`src/rtl/mux_4_1_arb_v_if.sv`:
```
// rtl/mux_4_1_arb_v_if.sv - four source channels and one sink channel of the 4:1 arbitrating mux
interface mux_4_1_arb_v_if #(
    parameter int P_WIDTH = 8
);
    logic [P_WIDTH-1:0] i_a_data;
    logic               i_a_valid;
    logic               o_a_ready;
    logic [P_WIDTH-1:0] i_b_data;
    logic               i_b_valid;
    logic               o_b_ready;
    logic [P_WIDTH-1:0] i_c_data;
    logic               i_c_valid;
    logic               o_c_ready;
    logic [P_WIDTH-1:0] i_d_data;
    logic               i_d_valid;
    logic               o_d_ready;
    logic [P_WIDTH-1:0] o_data;
    logic [1:0]         o_src;
    logic               o_valid;
    logic               i_ready;

    modport master (
        output i_a_data, i_a_valid, i_b_data, i_b_valid,
        output i_c_data, i_c_valid, i_d_data, i_d_valid, i_ready,
        input  o_a_ready, o_b_ready, o_c_ready, o_d_ready,
        input  o_data, o_src, o_valid
    );

    modport slave (
        input  i_a_data, i_a_valid, i_b_data, i_b_valid,
        input  i_c_data, i_c_valid, i_d_data, i_d_valid, i_ready,
        output o_a_ready, o_b_ready, o_c_ready, o_d_ready,
        output o_data, o_src, o_valid
    );
endinterface

```
`src/rtl/mux_4_1_arb_v.sv`:
```
// rtl/mux_4_1_arb_v.sv - 4:1 arbitrating mux with valid/ready handshakes and a registered output stage
module mux_4_1_arb_v #(
    parameter int P_WIDTH = 8,
    parameter bit P_RR    = 1'b1
) (
    input  logic                 i_clk,
    input  logic                 i_rst_n,
    mux_4_1_arb_v_if.slave       bus
);
    logic [P_WIDTH-1:0] data_q, data_d;
    logic [1:0]         src_q, src_d;
    logic               valid_q, valid_d;
    logic [1:0]         last_q, last_d;

    logic [3:0]         req;
    logic [P_WIDTH-1:0] data_arr [4];
    logic               ld;
    logic [3:0]         grant;
    logic [1:0]         grant_idx;
    logic               grant_any;
    logic [1:0]         idx;

    assign req         = {bus.i_d_valid, bus.i_c_valid, bus.i_b_valid, bus.i_a_valid};
    assign data_arr[0] = bus.i_a_data;
    assign data_arr[1] = bus.i_b_data;
    assign data_arr[2] = bus.i_c_data;
    assign data_arr[3] = bus.i_d_data;

    // The register can take a beat when empty or when its current beat leaves this cycle.
    assign ld = ~valid_q | bus.i_ready;

    // First requester wins, scanning from the slot after the last winner (RR) or from a (fixed).
    always_comb begin
        grant_any = 1'b0;
        grant_idx = 2'd0;
        idx       = 2'd0;
        for (int i = 0; i < 4; i++) begin
            idx = P_RR ? (last_q + 2'(i + 1)) : 2'(i);
            if (!grant_any && req[idx]) begin
                grant_any = 1'b1;
                grant_idx = idx;
            end
        end
        grant = grant_any ? (4'b0001 << grant_idx) : 4'b0000;
    end

    // Gating with reset keeps every source handshake blocked while reset is held.
    assign bus.o_a_ready = ld & grant[0] & i_rst_n;
    assign bus.o_b_ready = ld & grant[1] & i_rst_n;
    assign bus.o_c_ready = ld & grant[2] & i_rst_n;
    assign bus.o_d_ready = ld & grant[3] & i_rst_n;

    always_comb begin
        valid_d = valid_q;
        data_d  = data_q;
        src_d   = src_q;
        last_d  = last_q;
        if (ld) begin
            valid_d = grant_any;
            if (grant_any) begin
                data_d = data_arr[grant_idx];
                src_d  = grant_idx;
                if (P_RR) begin
                    last_d = grant_idx;
                end
            end
        end
    end

    always_ff @(posedge i_clk or negedge i_rst_n) begin
        if (!i_rst_n) begin
            valid_q <= 1'b0;
            data_q  <= '0;
            src_q   <= 2'd0;
            last_q  <= 2'd3;
        end else begin
            valid_q <= valid_d;
            data_q  <= data_d;
            src_q   <= src_d;
            last_q  <= last_d;
        end
    end

    assign bus.o_data  = data_q;
    assign bus.o_src   = src_q;
    assign bus.o_valid = valid_q;
endmodule

```
`src/flat_wrapper.sv`:
```
// flat-port wrapper written by rule: the top's interface ports become plain ports
module mux_4_1_arb_v_flat 
#(
    parameter int P_WIDTH = 8,
    parameter bit P_RR    = 1'b1
)
  (i_clk, i_rst_n, bus_i_a_data, bus_i_a_valid, bus_i_b_data, bus_i_b_valid, bus_i_c_data, bus_i_c_valid, bus_i_d_data, bus_i_d_valid, bus_i_ready, bus_o_a_ready, bus_o_b_ready, bus_o_c_ready, bus_o_d_ready, bus_o_data, bus_o_src, bus_o_valid);
  mux_4_1_arb_v_if #(.P_WIDTH(P_WIDTH)) bus_i ();
  input  logic i_clk;
  input  logic i_rst_n;
  input wire logic [$bits(bus_i.i_a_data)-1:0] bus_i_a_data;
  input wire logic [$bits(bus_i.i_a_valid)-1:0] bus_i_a_valid;
  input wire logic [$bits(bus_i.i_b_data)-1:0] bus_i_b_data;
  input wire logic [$bits(bus_i.i_b_valid)-1:0] bus_i_b_valid;
  input wire logic [$bits(bus_i.i_c_data)-1:0] bus_i_c_data;
  input wire logic [$bits(bus_i.i_c_valid)-1:0] bus_i_c_valid;
  input wire logic [$bits(bus_i.i_d_data)-1:0] bus_i_d_data;
  input wire logic [$bits(bus_i.i_d_valid)-1:0] bus_i_d_valid;
  input wire logic [$bits(bus_i.i_ready)-1:0] bus_i_ready;
  output wire logic [$bits(bus_i.o_a_ready)-1:0] bus_o_a_ready;
  output wire logic [$bits(bus_i.o_b_ready)-1:0] bus_o_b_ready;
  output wire logic [$bits(bus_i.o_c_ready)-1:0] bus_o_c_ready;
  output wire logic [$bits(bus_i.o_d_ready)-1:0] bus_o_d_ready;
  output wire logic [$bits(bus_i.o_data)-1:0] bus_o_data;
  output wire logic [$bits(bus_i.o_src)-1:0] bus_o_src;
  output wire logic [$bits(bus_i.o_valid)-1:0] bus_o_valid;
  assign bus_i.i_a_data = bus_i_a_data;
  assign bus_i.i_a_valid = bus_i_a_valid;
  assign bus_i.i_b_data = bus_i_b_data;
  assign bus_i.i_b_valid = bus_i_b_valid;
  assign bus_i.i_c_data = bus_i_c_data;
  assign bus_i.i_c_valid = bus_i_c_valid;
  assign bus_i.i_d_data = bus_i_d_data;
  assign bus_i.i_d_valid = bus_i_d_valid;
  assign bus_i.i_ready = bus_i_ready;
  assign bus_o_a_ready = bus_i.o_a_ready;
  assign bus_o_b_ready = bus_i.o_b_ready;
  assign bus_o_c_ready = bus_i.o_c_ready;
  assign bus_o_d_ready = bus_i.o_d_ready;
  assign bus_o_data = bus_i.o_data;
  assign bus_o_src = bus_i.o_src;
  assign bus_o_valid = bus_i.o_valid;
  mux_4_1_arb_v #(.P_WIDTH(P_WIDTH), .P_RR(P_RR)) u_core (.i_clk(i_clk), .i_rst_n(i_rst_n), .bus(bus_i));
endmodule
```
`config.mk`:
```
export PLATFORM = sky130hd
export DESIGN_NAME = mux_4_1_arb_v_flat
export DESIGN_NICKNAME = d
export VERILOG_FILES = /design/src/rtl/mux_4_1_arb_v_if.sv /design/src/rtl/mux_4_1_arb_v.sv /design/src/flat_wrapper.sv
export SDC_FILE = /design/constraint.sdc
export NUM_CORES = 1
export LEC_CHECK = 0
export ABC_AREA = 1
export BUFFER_PORTS_ARGS = -buffer_cell sky130_fd_sc_hd__buf_2
export CAP_MARGIN = 15
export CORE_MARGIN = 2
export CORE_UTILIZATION = 45
export CTS_BUF_LIST = sky130_fd_sc_hd__clkbuf_4 sky130_fd_sc_hd__clkbuf_8
export DETAILED_ROUTE_END_ITERATION = 6
export PLACE_DENSITY = 0.85
export SYNTH_ARGS = -nofsm -noshare
export SYNTH_HDL_FRONTEND = slang
export SYNTH_SLANG_ARGS = --single-unit
```
`constraint.sdc`:
```
create_clock -name i_clk -period 2.3 [get_ports i_clk]
set_input_delay 0 -clock i_clk [delete_from_list [all_inputs] [get_ports i_clk]]
set_output_delay 0 -clock i_clk [all_outputs]
set_load 0.005 [all_outputs]
```
==> results of run 1 <==
where the power goes:
part | internal, mW | switching (mW) | total [mW]
logic | 0.783 | 1.38 | 2.17
registers | 0.375 | 0.0885 | 0.463
clock network | 0.0792 | 0.0763 | 0.156
state kept, by name (all words and copies together), names as in the netlist:
register and flops:
u_core.bus.o_data 8, u_core.bus.o_src 2, u_core.bus.o_valid 1, u_core.last_q 2
how the worst max path moves through the flow:
stage | end | from | cells past startpoint | slack (ns)
2_1_floorplan | u_core.bus.o_data[4] | u_core.last_q[0] | 15 | 0.50
3_3_place_gp | bus_o_b_ready | u_core.last_q[0] | 11 | 0.26
3_5_place_dp | u_core.bus.o_data[5] | u_core.last_q[0] | 14 | 0.23
4_1_cts | bus_o_b_ready | u_core.last_q[0] | 11 | 0.008
5_1_grt | bus_o_a_ready | u_core.last_q[0] | 10 | -0.02
6_report | bus_o_a_ready | u_core.last_q[0] | 10 | 0.14
stage by stage:
step	TNS, ns	hold slack [ns]	cell area [um^2]	setup slack, ns	cells
after detailed placement	0	-0.0876	1510	0.226	291
final	0	0.115	1610	0.140	299
after global placement	0	-0.0895	1510	0.256	291
after CTS	0	0.119	1570	0.00821	298
after floorplan	0	-0.296	1240	0.500	212
after global routing	-0.0309	0.173	1610	-0.0155	299
layer usage:
metal,vias up,share of wire,global-route usage
met1,605,0.46,0.286
met4,0,0.026,0.0952
met3,10,0.054,0.0161
met5,-,0,0
li1,750,-,-
met2,49,0.46,0.311
synth_stat cells, types with 2 or more instances:
cell / number
buf_2: 3
inv_2: 4
nand3_4: 2
o21ai_1: 2
inv_1: 38
dfstp_2: 2
nand2_2: 5
buf_4: 3
dfrtp_1: 11
nand3_1: 39
nor2_1: 3
nand2_1: 88
buf_6: 2
nor4_1: 2
worst min-delay path, delay by kind of cell:
kind / cells / cell delay (ns)
buffers and inverters: 2 / 0.11
AND/OR/NAND/NOR: 5 / 0.26
cell type report:
type	count	share of cell area
Clock buffer	4	0.0187
Inverter	43	0.107
Multi-Input combinational cell	148	0.444
Sequential cell	13	0.204
Tap cell	31	0.0241
Timing Repair Buffer	60	0.203
cell families after synthesis:
logic type             after synthesis
buffers and inverters               51
DFF                                 13
AOI/OAI and AO/OA                    4
and+or+nand+nor                    144
what timing repair did:
| item | 4_1_cts | 5_1_grt |
|---|---|---|
| buffers inserted | 1 | 1 |
| resized for setup | 1 | 7 |
| hold buffers | 2 | 0 |
| endpoints found under the hold margin | 14 | 0 |
| setup endpoints to repair | 2 | 10 |
==> run summary, run 1 <==
Cell variety after synth: 22
footprint of the multi-input gates: 713 um^2
Iter 0 DRT Violations: 61
Compound-Gate Fraction of Synth Area: 0.0192
DR WL/cell: 10.6 um
die area: 3190 um^2
die height: 56.5 um
xor/xnor cell area share of the yosys netlist: 0
dominant synthesized flop cell: dfrtp_1
Ys Warns: 0
Fmax: 463 MHz
Worst EP required: 2.30 ns
P per Cell Area: 1730 nW/um^2
Root Driver: clkbuf_4
crit end category: output pin
CP max-delay cell: dfstp_2
Slew Limit Headroom: 0.645
die width: 56.5 um
Max clock buf depth: 2
top cell type's share of synthesized area: 0.267
CP Class: reg -> out
Worst Path Arrival: 2.16 ns
post-synthesis area per instance: 5.84 um^2
initial core utilization: 0.461
WHS Endpoint: u_core.bus.o_data[4]
post-synthesis adder-cell area fraction: 0
fraction of the cycle the final worst path needs: 0.939
reg-to-reg slack, setup: 0.27 ns
first-pass GRT wire length: 5.18 mm
worst-path fanout max: 8
Pre-antenna DRT Iters: 4
Avg Vias per Cell: 4.73
Post-Syn Area: 1240 um^2
initial antenna violation count: 0
FF-to-FF Start: u_core.last_q[0]
Pwr Total: 2.78 mW
critical-path cell list: buf_4 > nand2_1 > nand3_1 > nand2_1 > nand2_1 > nand2_1 > nand2_1 > nand2_2 > nor4_2 > buf_2
Async S/R FF share, synth: 1.00
GRT Util Overall: 0.202
floorplan row count: 19
largest net degree at the start of global routing: 17
CP top delay family: simple AND/OR/NAND/NOR gates
clk_lat worst skew: 0.28 ns
final wirelength: 3.18 mm
post-DP HPWL: 2.36 mm
post-synthesis sequential area ratio: 0.265
endpoints failing hold: 0
most common cell after layout, fill and taps aside: nand2_1
Max Cap Viol: 0
most frequent cells in the layout: nand2_1, buf_2, nand3_1
Final Util: 0.599
Hold Path Origin: bus_i_c_data[4]
Layout area overhead: 29.8%
Antenna Cells: 0
worst-margin pin slew: 0.533 ns
storage element area: 328 um^2
mux cell area share after synthesis: 0
Synth Instances: 212
DRC violations left: 0
layout cell share with drive strength beyond 1: 0.313
Critical Path Source Type: register
leading area contributor after synthesis: nand2_1
H-tree Lvls: 1
post-route ant nets: 0
synthesized flop and latch total: 13
simple-gate area share of the yosys netlist: 0.533
status: finished clean
CP max stage delay: 0.63 ns
CTS tree: done
top cells by area, synth: nand2_1, dfrtp_1, nand3_1, inv_1, dfstp_2
IO Pins: 54
filler cell count: 266
Reg2Reg Depth: 14
Buf/Inv on CP: 2
hold depth: 7
most frequent CP cell: nand2_1
Max IR drop VDD: 0.00102 V
Period minus WS final: 2.16 ns
Core ar.: 2690 um^2
Lkg Pwr: 1.03 nW
Total Nets Final: 308
Post-synth EDFFs: 0
largest family of logic cells by synthesized area: simple AND/OR/NAND/NOR gates
vias in the first global route: 1257
CTS Buf Count: 3
I/O Buffers: 53
Final setup violation count: 0
Post-Syn Nets: 251
Final GP Congestion: 0.829
grt ovf: 0
Worst-path clk slew: 0.08 ns
clock sink count: 13
Worst R2R End: u_core.bus.o_data[5]
hold crit path type: in -> reg
vias after detailed routing: 1414
Setup Skew: 0.00253 ns
Slew Viols, Final: 0
Note: power is estimated with default switching activity, not from simulation.
==> run 2: changes to the inputs <==
clock period = 2.5 ns   (was 2.3 ns; I/O delays follow)
==> run 2 against run 1 <==
  * Worst setup slack better by 0.072 ns
  * Design area is 4.2% lower
  * Utilization is 2.5 points lower
  * Final cell count is 1.7% lower
  * Via count is 1.8% higher
  * Sequential share of layout area is 0.89 points higher
  * Critical path depth is 1 higher
  * Clock skew hardly changed
  * Worst hold slack worse by 0.061 ns
==> run summary, run 2 (synthesis gave the netlist of run 1 again) <==
status: finished clean
TNS Setup: 0 ns
Buf/Inv on CP: 3
die width: 56.5 um
grt ovf: 0
Max Cap Viol: 0
P per Cell Area: 1570 nW/um^2
die area: 3190 um^2
critical-path cell list: inv_6 > nand2_1 > nand2_1 > nor2_2 > nor2_1 > nand3_4 > nand2_4 > inv_4 > nand3_1 > nor2_1 > buf_2
post-DP HPWL: 2.40 mm
hold depth: 4
Antenna Cells: 0
dpl ws: 0.227 ns
worst-margin pin slew: 0.531 ns
Worst EP required: 2.50 ns
worst-path fanout max: 18
layout cell share with drive strength beyond 1: 0.297
Period minus WS final: 2.29 ns
I/O Buffers: 53
CTS tree: done
filler cell count: 283
CP max stage delay: 0.65 ns
max reg flops: 8
Setup Skew: 0.00217 ns
Worst Path Arrival: 2.29 ns
endpoints failing hold: 0
Slew Viols, Final: 0
Pre-antenna DRT Iters: 4
die height: 56.5 um
floorplan row count: 19
Reg2Reg Depth: 12
crit end category: output pin
Worst Setup Slack, final: 0.212 ns
Total Nets Final: 303
Critical Path Source Type: register
post-route ant nets: 0
IO Pins: 54
final wirelength: 3.10 mm
Layout area overhead: 24.3%
Max clock buf depth: 2
CP Class: reg -> out
clock sink count: 13
Slew Limit Headroom: 0.646
H-tree Lvls: 1
Final setup violation count: 0
first-pass GRT wire length: 5.35 mm
CP top delay family: simple AND/OR/NAND/NOR gates
Core ar.: 2690 um^2
largest net degree at the start of global routing: 21
initial antenna violation count: 0
GRT Util Overall: 0.207
fraction of the cycle the final worst path needs: 0.915
initial core utilization: 0.461
Worst-path clk slew: 0.07 ns
WP depth: 11
hold crit path type: in -> reg
Iter 0 DRT Violations: 56
Fmax: 437 MHz
DRC violations left: 0
CTS Buf Count: 3
most frequent cells in the layout: nand2_1, buf_2, nand3_1
Max IR drop VDD: 0.000925 V
CP max-delay cell: dfstp_2
Avg Vias per Cell: 4.89
vias after detailed routing: 1439
Final GP Congestion: 0.816
DR WL/cell: 10.6 um
vias in the first global route: 1272
Root Driver: clkbuf_4
most common cell after layout, fill and taps aside: nand2_1
clk_lat worst skew: 0.26 ns
RSZ-0062 raised after global routing: no
Lkg Pwr: 1.00 nW
-- run 2: cell types whose count changed in the layout (fill, tap and decap cells not counted) --
cell | before | now
nand2_8 | 1 | 0
inv_4 | 0 | 1
nor4_1 | 0 | 2
nor4_2 | 2 | 0
dlygate4sd3_1 | 2 | 1
buf_4 | 4 | 1
buf_6 | 1 | 0
inv_6 | 2 | 1
nand2_4 | 1 | 2
-- run 2: metrics by stage --
stage / cells / instance area, um^2 / hold WS (ns) / power (mW) / utilization
4_1_cts: 293 / 1520 / 0.0134 / 2.37 / 0.567
3_3_place_gp: 288 / 1480 / -0.0924 / 2.20 / 0.552
3_5_place_dp: 288 / 1480 / -0.0917 / 2.23 / 0.552
2_1_floorplan: 212 / 1240 / -0.296 / 1.94 / -
6_report: 294 / 1540 / 0.0538 / 2.41 / 0.573
5_1_grt: 294 / 1540 / 0.0954 / 2.69 / 0.573
-- run 2: final timing paths --
path,start,endpoint,slack (ns)
min in group asynchronous,i_rst_n,u_core.bus.o_data[1],0.16
worst max register to register,u_core.last_q[0],u_core.bus.o_data[7],0.39
worst min-delay path,bus_i_ready,u_core.bus.o_valid,0.05
max in group asynchronous,i_rst_n,u_core.last_q[1],2.05
worst max-delay path,u_core.last_q[0],bus_o_b_ready,0.21
worst min register to register,u_core.bus.o_data[1],u_core.bus.o_data[1],0.47
-- run 2: worst reg2reg max path: cells and delay by family, from the launching register on --
family	cells	cell delay, ns
buffers and inverters	1	0.07
AND/OR/NAND/NOR	11	1.32
flip-flops	1	0.65
-- run 2: timing repair --
item | in CTS | in global routing
hold buffers | 1 | 0
hold endpoints to repair | 13 | 0
setup endpoints to repair | 0 | 11
setup buffers | 0 | 1
resized for setup | 0 | 3
-- run 2: cell type report --
type | count | area (um^2) | area share
timing repair buffer | 55 | 283 | 0.184
sequential | 13 | 328 | 0.213
tap | 31 | 38.8 | 0.0252
inverter | 43 | 169 | 0.110
clock buffer | 4 | 30.0 | 0.0195
multi-input combinational | 148 | 692 | 0.449
-- run 2: routing by layer --
layer,GRT usage,up-vias,share of wire
met5,0,-,0
met4,0.0850,0,0.0081
met3,0.0161,2,0.058
met2,0.322,49,0.48
met1,0.295,640,0.45
li1,-,748,-
-- run 2: where the power goes --
group          internal (mW)  total (mW)  switching (mW)
registers              0.345       0.430          0.0853
logic                  0.622        1.85            1.23
clock network         0.0725       0.132          0.0596
total                   1.04        2.41            1.37
